[config.mk]
export PLATFORM = sky130hd
export DESIGN_NAME = fetch_align
export DESIGN_NICKNAME = d
export VERILOG_FILES = /design/src/rtl/cpu8080_pkg.sv /design/src/rtl/opcode_len.sv /design/src/rtl/fetch_align.sv
export SDC_FILE = /design/constraint.sdc
export NUM_CORES = 1
export LEC_CHECK = 0
export ABC_AREA = 0
export CELL_PAD_IN_SITES_DETAIL_PLACEMENT = 0
export CELL_PAD_IN_SITES_GLOBAL_PLACEMENT = 1
export CORE_ASPECT_RATIO = 1.75
export CORE_MARGIN = 5
export CORE_UTILIZATION = 45
export CTS_BUF_LIST = sky130_fd_sc_hd__clkbuf_8
export CTS_CLUSTER_DIAMETER = 200
export CTS_CLUSTER_SIZE = 14
export DETAILED_ROUTE_END_ITERATION = 10
export DONT_BUFFER_PORTS = 1
export PLACE_DENSITY_LB_ADDON = 0.1
export SETUP_SLACK_MARGIN = 0.4
export SLEW_MARGIN = 20
export SYNTH_ARGS = -nofsm -noshare
export SYNTH_HDL_FRONTEND = slang
export SYNTH_SLANG_ARGS = --single-unit
[constraint.sdc]
create_clock -name clk -period 6.6 [get_ports clk]
set_clock_uncertainty 0.2 [all_clocks]
set_input_delay 1.98 -clock clk [delete_from_list [all_inputs] [get_ports clk]]
set_output_delay 1.98 -clock clk [all_outputs]
set_load 0.02 [all_outputs]
[src/rtl/cpu8080_pkg.sv]
// rtl/cpu8080_pkg.sv - shared 8080 opcode constants, instruction length type and fetch states
package cpu8080_pkg;

    localparam int INSTR_W = 24;

    typedef logic [1:0] instr_len_t;

    localparam instr_len_t LEN_1 = 2'd1;
    localparam instr_len_t LEN_2 = 2'd2;
    localparam instr_len_t LEN_3 = 2'd3;

    localparam logic [7:0] OP_NOP  = 8'h00;
    localparam logic [7:0] OP_SHLD = 8'h22;
    localparam logic [7:0] OP_LHLD = 8'h2A;
    localparam logic [7:0] OP_STA  = 8'h32;
    localparam logic [7:0] OP_LDA  = 8'h3A;
    localparam logic [7:0] OP_HLT  = 8'h76;
    localparam logic [7:0] OP_JMP  = 8'hC3;
    localparam logic [7:0] OP_RET  = 8'hC9;
    localparam logic [7:0] OP_CALL = 8'hCD;
    localparam logic [7:0] OP_OUT  = 8'hD3;
    localparam logic [7:0] OP_IN   = 8'hDB;

    typedef enum logic {
        ST_RUN  = 1'b0,
        ST_HALT = 1'b1
    } fa_state_t;

endpackage

[src/rtl/opcode_len.sv]
// rtl/opcode_len.sv - combinational 8080 opcode to instruction length decoder
//
// Ports:
//   opcode  in  8  first byte of an instruction
//   len     out 2  instruction length in bytes, 1..3
module opcode_len
    import cpu8080_pkg::*;
(
    input  logic [7:0] opcode,
    output logic [1:0] len
);

    always_comb begin
        len = LEN_1;
        // LXI rp, direct-address loads/stores, JMP, Jccc, CALL, Cccc
        if (((opcode & 8'hCF) == 8'h01) ||
            (opcode == OP_SHLD) || (opcode == OP_LHLD) ||
            (opcode == OP_STA)  || (opcode == OP_LDA)  ||
            (opcode == OP_JMP)  || (opcode == OP_CALL) ||
            ((opcode & 8'hC7) == 8'hC2) ||
            ((opcode & 8'hC7) == 8'hC4)) begin
            len = LEN_3;
        end
        // MVI r, immediate ALU ops (11ooo110), OUT, IN
        else if (((opcode & 8'hC7) == 8'h06) ||
                 ((opcode & 8'hC7) == 8'hC6) ||
                 (opcode == OP_OUT) || (opcode == OP_IN)) begin
            len = LEN_2;
        end
    end

endmodule

[src/rtl/fetch_align.sv]
// rtl/fetch_align.sv - 8080 instruction fetch and alignment stage ahead of decode
//
// Optional HALT stop behaviour is compiled in with macro FETCH_ALIGN_HLT_STOP_EN.
//
// Ports:
//   clk, rst                   clock, synchronous active-high reset
//   fetch_req/fetch_addr       16-bit word read request to instruction memory
//   fetch_valid/fetch_data     response, exactly one cycle after the request
//   dec_valid/dec_ready        handshake with decode
//   dec_instr/dec_len/dec_pc   aligned {opcode, byte2, byte3}, its length and address
//   redirect_valid/redirect_pc flush the queue and restart fetch
module fetch_align
    import cpu8080_pkg::*;
#(
    parameter logic [15:0] RESET_PC = 16'h0000,
    parameter int          QDEPTH   = 6
)(
    input  logic                 clk,
    input  logic                 rst,
    output logic                 fetch_req,
    output logic [15:0]          fetch_addr,
    input  logic                 fetch_valid,
    input  logic [15:0]          fetch_data,
    output logic                 dec_valid,
    input  logic                 dec_ready,
    output logic [INSTR_W-1:0]   dec_instr,
    output logic [1:0]           dec_len,
    output logic [15:0]          dec_pc,
    input  logic                 redirect_valid,
    input  logic [15:0]          redirect_pc
);

    localparam int CW = 4;
    localparam logic [CW-1:0] TWO = CW'(2);

    // Byte queue kept head-aligned: entry 0 is always the next opcode.
    logic [7:0]    q_q [QDEPTH];
    logic [7:0]    q_d [QDEPTH];
    logic [CW-1:0] count_q, count_d;
    logic [15:0]   fptr_q, fptr_d;
    logic [15:0]   hpc_q, hpc_d;
    logic          inflight_q, inflight_d;
    fa_state_t     state_q, state_d;

    logic [1:0]    head_len;
    logic [CW-1:0] head_len_w;
    logic [CW-1:0] pop_n;
    logic [CW-1:0] wr_idx;
    logic          fire;
    logic          push;
    logic          space_ok;

    opcode_len u_opcode_len (
        .opcode (q_q[0]),
        .len    (head_len)
    );

    assign head_len_w = {{(CW-2){1'b0}}, head_len};

    always_ff @(posedge clk) begin
        if (rst) begin
            for (int i = 0; i < QDEPTH; i++) begin
                q_q[i] <= 8'h00;
            end
            count_q    <= '0;
            fptr_q     <= RESET_PC;
            hpc_q      <= RESET_PC;
            inflight_q <= 1'b0;
            state_q    <= ST_RUN;
        end else begin
            q_q        <= q_d;
            count_q    <= count_d;
            fptr_q     <= fptr_d;
            hpc_q      <= hpc_d;
            inflight_q <= inflight_d;
            state_q    <= state_d;
        end
    end

    always_comb begin
        fire   = dec_valid && dec_ready;
        push   = fetch_valid && inflight_q;
        pop_n  = fire ? head_len_w : '0;
        // Pop shifts the queue down; pushed bytes land right after what remains.
        wr_idx = count_q - pop_n;
        for (int i = 0; i < QDEPTH; i++) begin
            q_d[i] = 8'h00;
            if (i + int'(pop_n) < QDEPTH) begin
                q_d[i] = q_q[i + int'(pop_n)];
            end
            if (push && (i == int'(wr_idx))) begin
                q_d[i] = fetch_data[7:0];
            end
            if (push && (i == int'(wr_idx) + 1)) begin
                q_d[i] = fetch_data[15:8];
            end
        end
        count_d    = count_q - pop_n + (push ? TWO : '0);
        fptr_d     = fetch_req ? fptr_q + 16'd2 : fptr_q;
        hpc_d      = fire ? hpc_q + {14'b0, head_len} : hpc_q;
        inflight_d = fetch_req || (inflight_q && !fetch_valid);
`ifdef FETCH_ALIGN_HLT_STOP_EN
        state_d = state_q;
        if (fire && (q_q[0] == OP_HLT)) begin
            state_d = ST_HALT;
        end
`else
        state_d = ST_RUN;
`endif
        if (redirect_valid) begin
            for (int i = 0; i < QDEPTH; i++) begin
                q_d[i] = 8'h00;
            end
            count_d    = '0;
            fptr_d     = redirect_pc;
            hpc_d      = redirect_pc;
            inflight_d = 1'b0;
            state_d    = ST_RUN;
        end
    end

    always_comb begin
        // Reserve room for the response still in flight; a same-cycle pop is not credited.
        space_ok   = (int'(count_q) + (inflight_q ? 2 : 0)) <= (QDEPTH - 2);
        fetch_req  = !rst && !redirect_valid && (state_q == ST_RUN) && space_ok;
        fetch_addr = fptr_q;
        dec_valid  = !rst && (state_q == ST_RUN) && (count_q >= head_len_w);
        dec_len    = head_len;
        dec_pc     = hpc_q;
        dec_instr  = {q_q[0],
                      (head_len >= LEN_2) ? q_q[1] : 8'h00,
                      (head_len == LEN_3) ? q_q[2] : 8'h00};
    end

endmodule

Word level (Yosys, flattened, before mapping)
Cells that the tools add are included.
W data, S select, Z words.
{"block": "word_totals", "ff_bits": 85, "input_bits": 37, "elab_cells": 151}
{"block": "op_classes", "add_sub_neg": 11, "n_lt_le_gt_ge": 15, "eq_ne": 24, "mux": 47, "n_bitwise": 6, "reduce_logical": 38}
{"cell": "$mux W8", "count": 32}
{"cell": "$ge A32 B4 Y1 const B", "count": 6}
{"cell": "$lt A32 B4 Y1 const B", "count": 5}
{"cell": "$bmux W8 S3", "count": 6}
{"cell": "$not A3 Y32", "count": 3}
{"cell": "$eq A3 B32 Y1 const A", "count": 2}
{"cell": "$mux W16", "count": 4}
{"cell": "$not A4 Y32", "count": 2}
{"cell": "$eq A2 B32 Y1 const A", "count": 1}
{"cell": "$eq A4 B32 Y1 const A", "count": 1}
{"cell": "$eq A8 B6 Y1 const B", "count": 4}
{"cell": "$eq A8 B8 Y1 const B", "count": 4}
{"cell": "$logic_not A32 Y1", "count": 1}
{"cell": "$not A2 Y32", "count": 1}
{"cell": "$logic_and A1 B1 Y1", "count": 18}
{"cell": "$add A16 B2 Y16", "count": 1}
{"cell": "$add A16 B2 Y16 const B", "count": 1}
{"cell": "$eq A5 B5 Y1 const B", "count": 3}
{"cell": "$logic_or A1 B1 Y1", "count": 12}
{"cell": "$mux W2", "count": 5}
{"cell": "$add A3 B2 Y4 const A", "count": 2}
{"cell": "$eq A3 B4 Y1 const A", "count": 2}
{"cell": "$eq A4 B4 Y1 const A", "count": 2}
{"cell": "$add A2 B2 Y3 const A", "count": 2}
{"cell": "18 further kinds", "count": 21}

Logic depth before layout (Yosys ltp)
Gate-level depths: netlist of the first run.
{"block": "depth", "ltp_word": 22, "ltp_mapped": 25}

Modules after synthesis
A second synthesis of the first run with hierarchy kept.
{"block": "unflattened", "cells_unflattened": 686, "hier_area_um2": 5850.6}
{"mod": "fetch_align", "instances": 1, "cells_each": 669, "area_per_inst_um2": 5741.8}
{"mod": "opcode_len", "instances": 1, "cells_each": 17, "area_per_inst_um2": 108.9}

Worst setup path after synthesis of the first run
No wires, ideal clock.
{"block": "synth_timing", "kind": "flip-flop to flip-flop", "start": "reg q_q (netlist bit dec_instr[18])", "end": "reg q_q[22] in the netlist's numbering", "setup_time_ns": 0.132, "arrival_time_ns": 5.025, "setup_slack_ns": 1.243, "stages_incl_launch_ff": 25, "synth_period_minus_slack_ns": 5.357, "path_cell_list": "dfxtp_1 > buf_4 > and4bb_1 > o221a_1 > buf_6 > inv_8 > and4_1 > clkbuf_1 > clkbuf_1 > ha_1 > inv_1 > o21ai_2 > nand3_4 > inv_4 > buf_4 > ha_1 > inv_1 > fa_1 > clkbuf_1 > o211a_1 > o21a_1 > o21ai_1 > clkbuf_1 > mux2i_1 > a211oi_2"}
{"block": "synth_via", "elab_chain_cells": 22, "elab_cells_between_ends": 45, "classes_between": "add/sub (3); order compare (2); eq/ne (15); mux (9); bitwise (1); reduce/logical (15)"}
{"item": "start, declared", "line": "fetch_align.sv:37", "source": "logic [7:0] q_q [QDEPTH];"}
{"item": "start signal, assigned", "line": "fetch_align.sv:71", "source": "q_q <= q_d;"}
{"item": "$eq A8 B6 Y1 or $eq A6 B1 Y1 (tied branches)", "line": "opcode_len.sv:17, opcode_len.sv:16"}
{"item": "$logic_or A1 B1 Y1", "line": "opcode_len.sv:16", "source": "if (((opcode & 8'hCF) == 8'h01) ||"}
{"item": "$logic_or A1 B1 Y1 (2 in a row)", "line": "opcode_len.sv:17", "source": "(opcode == OP_SHLD) || (opcode == OP_LHLD) ||"}
{"item": "$logic_or A1 B1 Y1 (2 in a row)", "line": "opcode_len.sv:18", "source": "(opcode == OP_STA) || (opcode == OP_LDA) ||"}
{"item": "$logic_or A1 B1 Y1 (2 in a row)", "line": "opcode_len.sv:19", "source": "(opcode == OP_JMP) || (opcode == OP_CALL) ||"}
{"item": "$logic_or A1 B1 Y1", "line": "opcode_len.sv:20", "source": "((opcode & 8'hC7) == 8'hC2) ||"}
{"item": "$mux W2 (*)", "line": "opcode_len.sv:16"}
{"item": "net dec_len[0]", "line": "fetch_align.sv:27", "source": "output logic [1:0] dec_len,"}
{"item": "$ge A4 B2 Y1", "line": "fetch_align.sv:127", "source": "dec_valid = !rst && (state_q == ST_RUN) && (count_q >= head_len_w);"}
{"item": "$logic_and A1 B1 Y1", "line": "fetch_align.sv:127"}
{"item": "$logic_and A1 B1 Y1", "line": "fetch_align.sv:81", "source": "fire = dec_valid && dec_ready;"}
{"item": "$mux W2 (*)", "line": "fetch_align.sv:83", "source": "pop_n = fire ? head_len_w : '0;"}
{"item": "parallel branches: the longest is 7 deep, another holds $lt A32 B4 Y1"}
{"item": "$mux W8 (*)", "line": "fetch_align.sv:94", "source": "if (push && (i == int'(wr_idx) + 1)) begin"}
Mark *: on every way through the listed nets, which the timed path passes. The select of a mux whose other input is x is not followed.
A chain may end at the register's enable or synchronous reset.

Worst setup path in the final report of the first run
{"block": "layout_timing", "start": "reg q_q (netlist bit dec_instr[18])", "end": "reg q_q[10] in the netlist's numbering"}
{"block": "layout_via", "elab_chain_cells": 22, "elab_cells_between_ends": 45, "classes_between": "add/sub (3); order compare (2); eq/ne (15); mux (9); bitwise (1); reduce/logical (15)"}
{"item": "$eq A8 B6 Y1 or $eq A6 B1 Y1 (tied branches)", "line": "opcode_len.sv:17, opcode_len.sv:16"}
{"item": "$logic_or A1 B1 Y1", "line": "opcode_len.sv:16"}
{"item": "$logic_or A1 B1 Y1 (2 in a row)", "line": "opcode_len.sv:17"}
{"item": "$logic_or A1 B1 Y1 (2 in a row)", "line": "opcode_len.sv:18"}
{"item": "$logic_or A1 B1 Y1 (2 in a row)", "line": "opcode_len.sv:19"}
{"item": "$logic_or A1 B1 Y1", "line": "opcode_len.sv:20"}
{"item": "$mux W2 (*)", "line": "opcode_len.sv:16"}
{"item": "net dec_len[0]", "line": "fetch_align.sv:27"}
{"item": "$ge A4 B2 Y1", "line": "fetch_align.sv:127"}
{"item": "$logic_and A1 B1 Y1", "line": "fetch_align.sv:127"}
{"item": "$logic_and A1 B1 Y1", "line": "fetch_align.sv:81"}
{"item": "$mux W2 (*)", "line": "fetch_align.sv:83"}
{"item": "parallel branches: the longest is 7 deep, another holds $lt A32 B4 Y1"}
{"item": "$mux W8 (*)", "line": "fetch_align.sv:94"}
Marks and branches as above.

==> results.txt, run 1 <==
# hold bufs at CTS: 0
first-pass GRT wire length: 33.59 mm
crit-path cells: nor3b_1 -> o221a_1 -> inv_8 -> and4_1 -> ha_1 -> nor3_1 -> o21a_1 -> nor2_1 -> buf_4 -> o21ai_2 -> ha_1 -> nor2b_1 -> nor4b_2 -> o21ai_1 -> buf_4 -> nor3_2 -> a32o_1
Synth Area in Simple Gates: 20.87%
main combinational cell family by area after synthesis: compound AO/OA/AOI/OAI gates
Synth Warn #: 0
switching share of power: 28.87%
WP data required: 6.71 ns
Post-CTS Setup Repair Bufs: 0
DIE WIDTH: 98.37 µm
Setup Crit Path Kind: reg2reg
GRT Util Overall: 26.49%
clk sink count: 85
Tcrit/Tclk final: 84.99%
delay-heaviest family, CP: simple AND/OR/NAND/NOR gates
largest net degree at the start of global routing: 39
commonest non-fill, non-tap cell in the layout: dfxtp_1
Post-route DRC: 0
PwrDens: 173.5 nW/µm²
antenna viol nets, final: 0
antenna fix cells: 0
clock tree buffer depth: 2
final setup margin: 0.9909 ns
status: complete, no violations
peak supply drop: 0.1110 mV
share of the synthesized area in the top cell type: 27.67%
syn avg cell area: 8.424 µm²
Starting Density: 45.95%
Mapped Nets: 783
initial drt markers: 403
PostCTS Resize Cnt: 0
layout cells sized above 1: 11.42%
PortBufs: 0
post-synthesis async set-or-reset flop share: 0%
sequential power share: 51.2%
Clock power frac: 36.4%
DP Cell Count: 868
drt total wl: 21.64 mm
Slowest cell on crit path: nor4b_2
FP Rows: 56
min Tclk post-route: 5.609 ns
final-report setup violation count: 0
Lkg Pwr: 2.308 nW
pre-CTS worst setup slack: 0.9974 ns
GRT Residual Overflow: 0
Pre-Repair DR Iteration Count: 6
max-slew violation count: 0
Crit path largest cell delay: 0.66 ns
via density per instance: 6.700
Setup crit start kind: flop
measured slew at the worst slew-check pin: 0.8702 ns
Routed wire per std cell: 24.51 µm
DP HPWL: 16.15 mm
multiplexer area fraction after synthesis: 12.72%
Synth Area in Adders: 3.499%
xor/xnor share of the synthesized area: 2.991%
register area share after synthesis: 27.67%
DIE AREA: 16200 µm²
sw power: 0.0003231 W
fmax: 178.3 MHz
Slew headroom: 41.60%
Crit. End Element: flop
synth-to-layout area growth: 4.883%
Combinational Power Share: 12.5%
worst skew pair latency: 0.36 ns
largest area contributor in the netlist: dfxtp_1
Die Height: 164.6 µm
number of synthesized flops with an enable pin: 0
WP data arrival: 5.72 ns
top cells by area, synth: dfxtp_1 28%, mux2i_1 5.2%, mux4_2 4.4%
Clock Pin Slew Worst Setup and Hold Paths: 0.09 ns
clock root buffer master: clkbuf_8
NumNets Final: 758
CP bufs+invs: 3
Main synth FF type: dfxtp_1
vias in the first global route: 5871
Pint: 0.0007961 W
Compound-Gate Fraction of Synth Area: 26.10%
GPL Wtd Cong: 0.8881
initial antenna violation count: 0
RSZ-0062 raised after global routing: no
CTS tree: built
#FFs+latches synth: 85
Syn Inst Count: 730
Syn Std Cell Area: 6150 µm²
area of the core: 13380 µm²
most frequent cells in the layout: 85 x dfxtp_1, 64 x nand2_1, 42 x a21oi_1
fill count: 1362
post-synthesis cell type count: 74
Crit Path Max Fanout: 20
total negative slack: 0 ns
vias: 5916
H-tree lvl count: 3
CTS Buf Count: 9
Hold Violations, Final: 0
non-filler instance count after layout: 883
HP Class: reg2reg
Max-Cap Viols: 0
num ports: 97
## cell usage after synthesis (8+ instances only)
library cell,n
dfxtp_1,85
nand2_1,64
a21oi_1,42
nor2_1,40
clkbuf_1,36
o21ai_0,33
mux2i_1,32
nand3_1,31
inv_1,18
and2_1,17
mux2_2,17
o211ai_1,15
and3_1,14
ha_1,14
nor2b_1,13
a21boi_0,12
mux4_2,12
xor2_1,12
a211oi_1,11
a31oi_1,11
buf_4,11
o22ai_1,11
nand2b_1,9
nor3_1,9
o211a_1,9
or3_1,9
xnor2_1,9
a32o_1,8
o221ai_1,8
o32ai_1,8
## sequential cells by signal, summed over array words and instances (netlist names)
signal      cells
inflight_q      1
fetch_addr     16
dec_instr       8
q_q            40
count_q         4
dec_pc         16
## through the flow
step | area [µm²] | utilization (%) | power (W) | hold WS [ns]
6_report | 6450 | 48.20 | 0.001119 | 0.3610
5_1_grt | 6450 | 48.20 | 0.001168 | 0.4145
4_1_cts | 6444 | 48.15 | 0.001130 | 0.3739
3_5_place_dp | 6238 | 46.62 | 0.0007228 | 0.3557
3_3_place_gp | 6238 | 46.62 | 0.0007206 | 0.3389
2_1_floorplan | 6150 | - | 0.0006872 | 0.2818
## layout make-up
| class | instances | area (µm²) | area share (%) |
|---|---|---|---|
| multi-input combinational | 566 | 4079 | 63.24 |
| sequential | 85 | 1702 | 26.38 |
| tap | 174 | 217.7 | 3.375 |
| timing repair buffer | 20 | 150.1 | 2.328 |
| clock buffer | 9 | 123.9 | 1.920 |
| inverter | 23 | 96.34 | 1.494 |
| clock inverter | 6 | 81.33 | 1.261 |
## cell families after synthesis
logic type,Yosys count
muxes,61
DFF,85
and+or+nand+nor,244
AOI/OAI and AO/OA,224
buffers and inverters,79
adders and majority gates,16
xor gates and xnor gates,21
## power by group through the flow
stage	combinational, W	clock (W)	sequential, W
2_1_floorplan	0.000114	0	0.000574
3_3_place_gp	0.000136	0	0.000584
3_5_place_dp	0.000138	0	0.000585
4_1_cts	0.000139	0.000418	0.000573
5_1_grt	0.000152	0.000439	0.000576
6_report	0.000139	0.000407	0.000573
## metal layers
layer | vias to the layer above | routed length, µm | GRT usage [%]
li1 | 2694 | - | -
met1 | 2853 | 7601 | 27.94
met2 | 283 | 11340 | 48.83
met3 | 86 | 1576 | 5.114
met4 | 0 | 1117 | 14.54
met5 | - | 0 | 0
## path summary, 6_finish.rpt
check / slack, ns / to / startpoint / cells after the start
setup / recovery: 0.99 / q_q[10] / dec_instr[18] / 17
hold / removal: 0.36 / inflight_q / inflight_q / 2
setup reg to reg: 0.99 / q_q[10] / dec_instr[18] / 17
hold reg to reg: 0.36 / inflight_q / inflight_q / 2
## worst min-delay path: cells and delay by family, from the launching register on
kind	cells	cell delay, ns
and+or+nand+nor	1	0.08
AOI/OAI and AO/OA	1	0.06
DFF	1	0.37
No activity file was read; power rests on OpenSTA's default activity.
==> run 2, diff against run 1 <==
- clock period: 6.6 -> 4.9 ns (I/O delays scaled with it)
==> results.txt, run 2 (synthesized netlist as in run 1, its figures left out) <==
vias: 6065 (+2.5%)
Crit. End Element: flop
most frequent cells in the layout: 82 x dfxtp_1, 63 x nand2_1, 41 x a21oi_1
Pint: 0.001082 W (+36%)
DIE WIDTH: 98.37 µm (unchanged)
Placed Area: 6475 µm² (+3.8%)
PwrDens: 223.4 nW/µm² (+29%)
fin util: 51.48% (+3.3 points)
Hold Violations, Final: 0 (unchanged)
area of the core: 13380 µm² (unchanged)
WP data arrival: 4.44 ns (-1.28 ns)
non-filler instance count after layout: 904 (+2.4%)
Die Height: 164.6 µm (unchanged)
R2R Path Start: dec_instr[18]
DP HPWL: 16.27 mm (+0.75%)
sequential power share: 49.9% (-1.3 points)
HP Start: inflight_q
layout cells sized above 1: 19.18% (+7.8 points)
DIE AREA: 16200 µm² (unchanged)
Clock Pin Slew Worst Setup and Hold Paths: 0.09 ns (about the same)
FP Rows: 56 (unchanged)
Worst R2R End: q_q[0]
Setup crit start kind: flop
crit path launch: dec_instr[18]
final-report setup violation count: 0 (unchanged)
status: complete, no violations
commonest non-fill, non-tap cell in the layout: dfxtp_1
vias in the first global route: 6132 (+4.4%)
Tcrit/Tclk final: 89.33% (+4.3 points)
switching share of power: 29.68% (+0.81 points)
Crit Path Max Fanout: 12 (-40%)
HP Class: reg2reg
clock root buffer master: clkbuf_8
total negative slack: 0 ns (unchanged)
clock tree buffer depth: 2 (unchanged)
R2R Setup Slk: 0.52 ns (-0.47 ns)
peak supply drop: 0.1381 mV (+24%)
R2R depth: 17 (unchanged)
Clock power frac: 35.6% (-0.8 points)
Post-route DRC: 0 (unchanged)
CTS tree: built
hold slack: 0.3450 ns (-0.01592 ns)
Slew headroom: 53.81% (+12 points)
Routed wire per std cell: 24.76 µm (+1.0%)
antenna fix cells: 0 (unchanged)
sw power: 0.0004567 W (+41%)
max reg flops: 40 (unchanged)
Pre-Repair DR Iteration Count: 8 (+2)
CTS Buf Count: 9 (unchanged)
via density per instance: 6.709 (+0.14%)
H-tree lvl count: 3 (unchanged)
first-pass GRT wire length: 34.31 mm (+2.1%)
worst skew pair latency: 0.37 ns (about the same)
most flop-heavy register: q_q
Max-Cap Viols: 0 (unchanged)
CP endpoint: q_q[0]
RSZ-0062 raised after global routing: no
Setup Crit Path Kind: reg2reg
fmax: 228.5 MHz (+28%)
largest net degree at the start of global routing: 39 (unchanged)
PortBufs: 0 (unchanged)
drt total wl: 22.38 mm (+3.4%)
max-slew violation count: 0 (unchanged)
# hold bufs at CTS: 0 (unchanged)
synth-to-layout area growth: 12.02%
GRT Util Overall: 26.96% (+0.47 points)
num ports: 97 (unchanged)
Lkg Pwr: 2.493 nW (+8.0%)
GRT Residual Overflow: 0 (unchanged)
DP Cell Count: 876 (+0.92%)
clk sink count: 85 (unchanged)
post-route design area: 6889 µm² (+6.8%)
initial drt markers: 455 (+13%)
min Tclk post-route: 4.377 ns (-1.232 ns)
Starting Density: 45.95% (unchanged)
GPL Wtd Cong: 0.9144 (+3.0%)
Combinational Power Share: 14.4% (+1.9 points)
NumNets Final: 778 (+2.6%)
initial antenna violation count: 0 (unchanged)
WP data required: 4.97 ns (-1.74 ns)
measured slew at the worst slew-check pin: 0.6887 ns (-0.1815 ns)
antenna viol nets, final: 0 (unchanged)
run 2: how the worst min path moves through the flow:
stage,to,slack [ns],depth (start not counted)
floorplan,inflight_q,0.28,2
global placement,inflight_q,0.33,2
detailed placement,inflight_q,0.34,2
CTS,inflight_q,0.35,2
global route,inflight_q,0.37,2
finish,inflight_q,0.35,2
run 2: worst max-delay path: stages (launching register included):
cell and delay, ns:
dfxtp_4 0.44, and4bb_1 0.23, o221a_2 0.30, inv_8 0.13, and4_1 0.27, ha_4 0.14, inv_2 0.04, o21a_2 0.24
nor2_2 0.18, o21ai_4 0.14, ha_1 0.29, nor2b_2 0.19, or2_2 0.37, or3_4 0.42, a21boi_2 0.18, buf_6 0.19
a21oi_1 0.05, a211oi_1 0.27
run 2: cell type report:
cell class	count	area, µm²
clock buffers	12	165.2
clock inverters	4	46.29
fillers	1307	6494
inverters	23	98.84
multi-input cells	567	4327
flip-flops and latches	85	1708
well taps	174	217.7
repair buffers	39	326.6
run 2: repair_timing:
item                                    in CTS  in global routing
resized for setup                           13                 10
cloned                                       1                  0
endpoints found under the hold margin        0                  0
buffers inserted                             1                 10
endpoints found under the setup margin      39                 46
pin swaps                                    3                  3
run 2: layer usage:
layer	global-route usage, %	share of wire [%]	up-vias
met3	5.664	7.9	96
met1	28.15	35	2895
met4	17.22	6.2	0
li1	-	-	2740
met2	48.49	51	334
met5	0	0	-
run 2: power groups by stage:
stage                     Sequential [W]  Clock, W  Combinational, W
after global routing            0.000773  0.000580          0.000240
after CTS                       0.000769  0.000560          0.000211
after floorplan                 0.000773         0          0.000166
final                           0.000768  0.000549          0.000222
after detailed placement        0.000785         0          0.000206
after global placement          0.000784         0          0.000203
run 2: metrics by stage:
stage	worst slack [ns]	total power, W
after floorplan	0.3570	0.0009385
after global placement	0.03411	0.0009870
after detailed placement	-0.08583	0.0009908
after CTS	0.4131	0.001540
after global routing	0.3631	0.001593
final	0.5230	0.001539
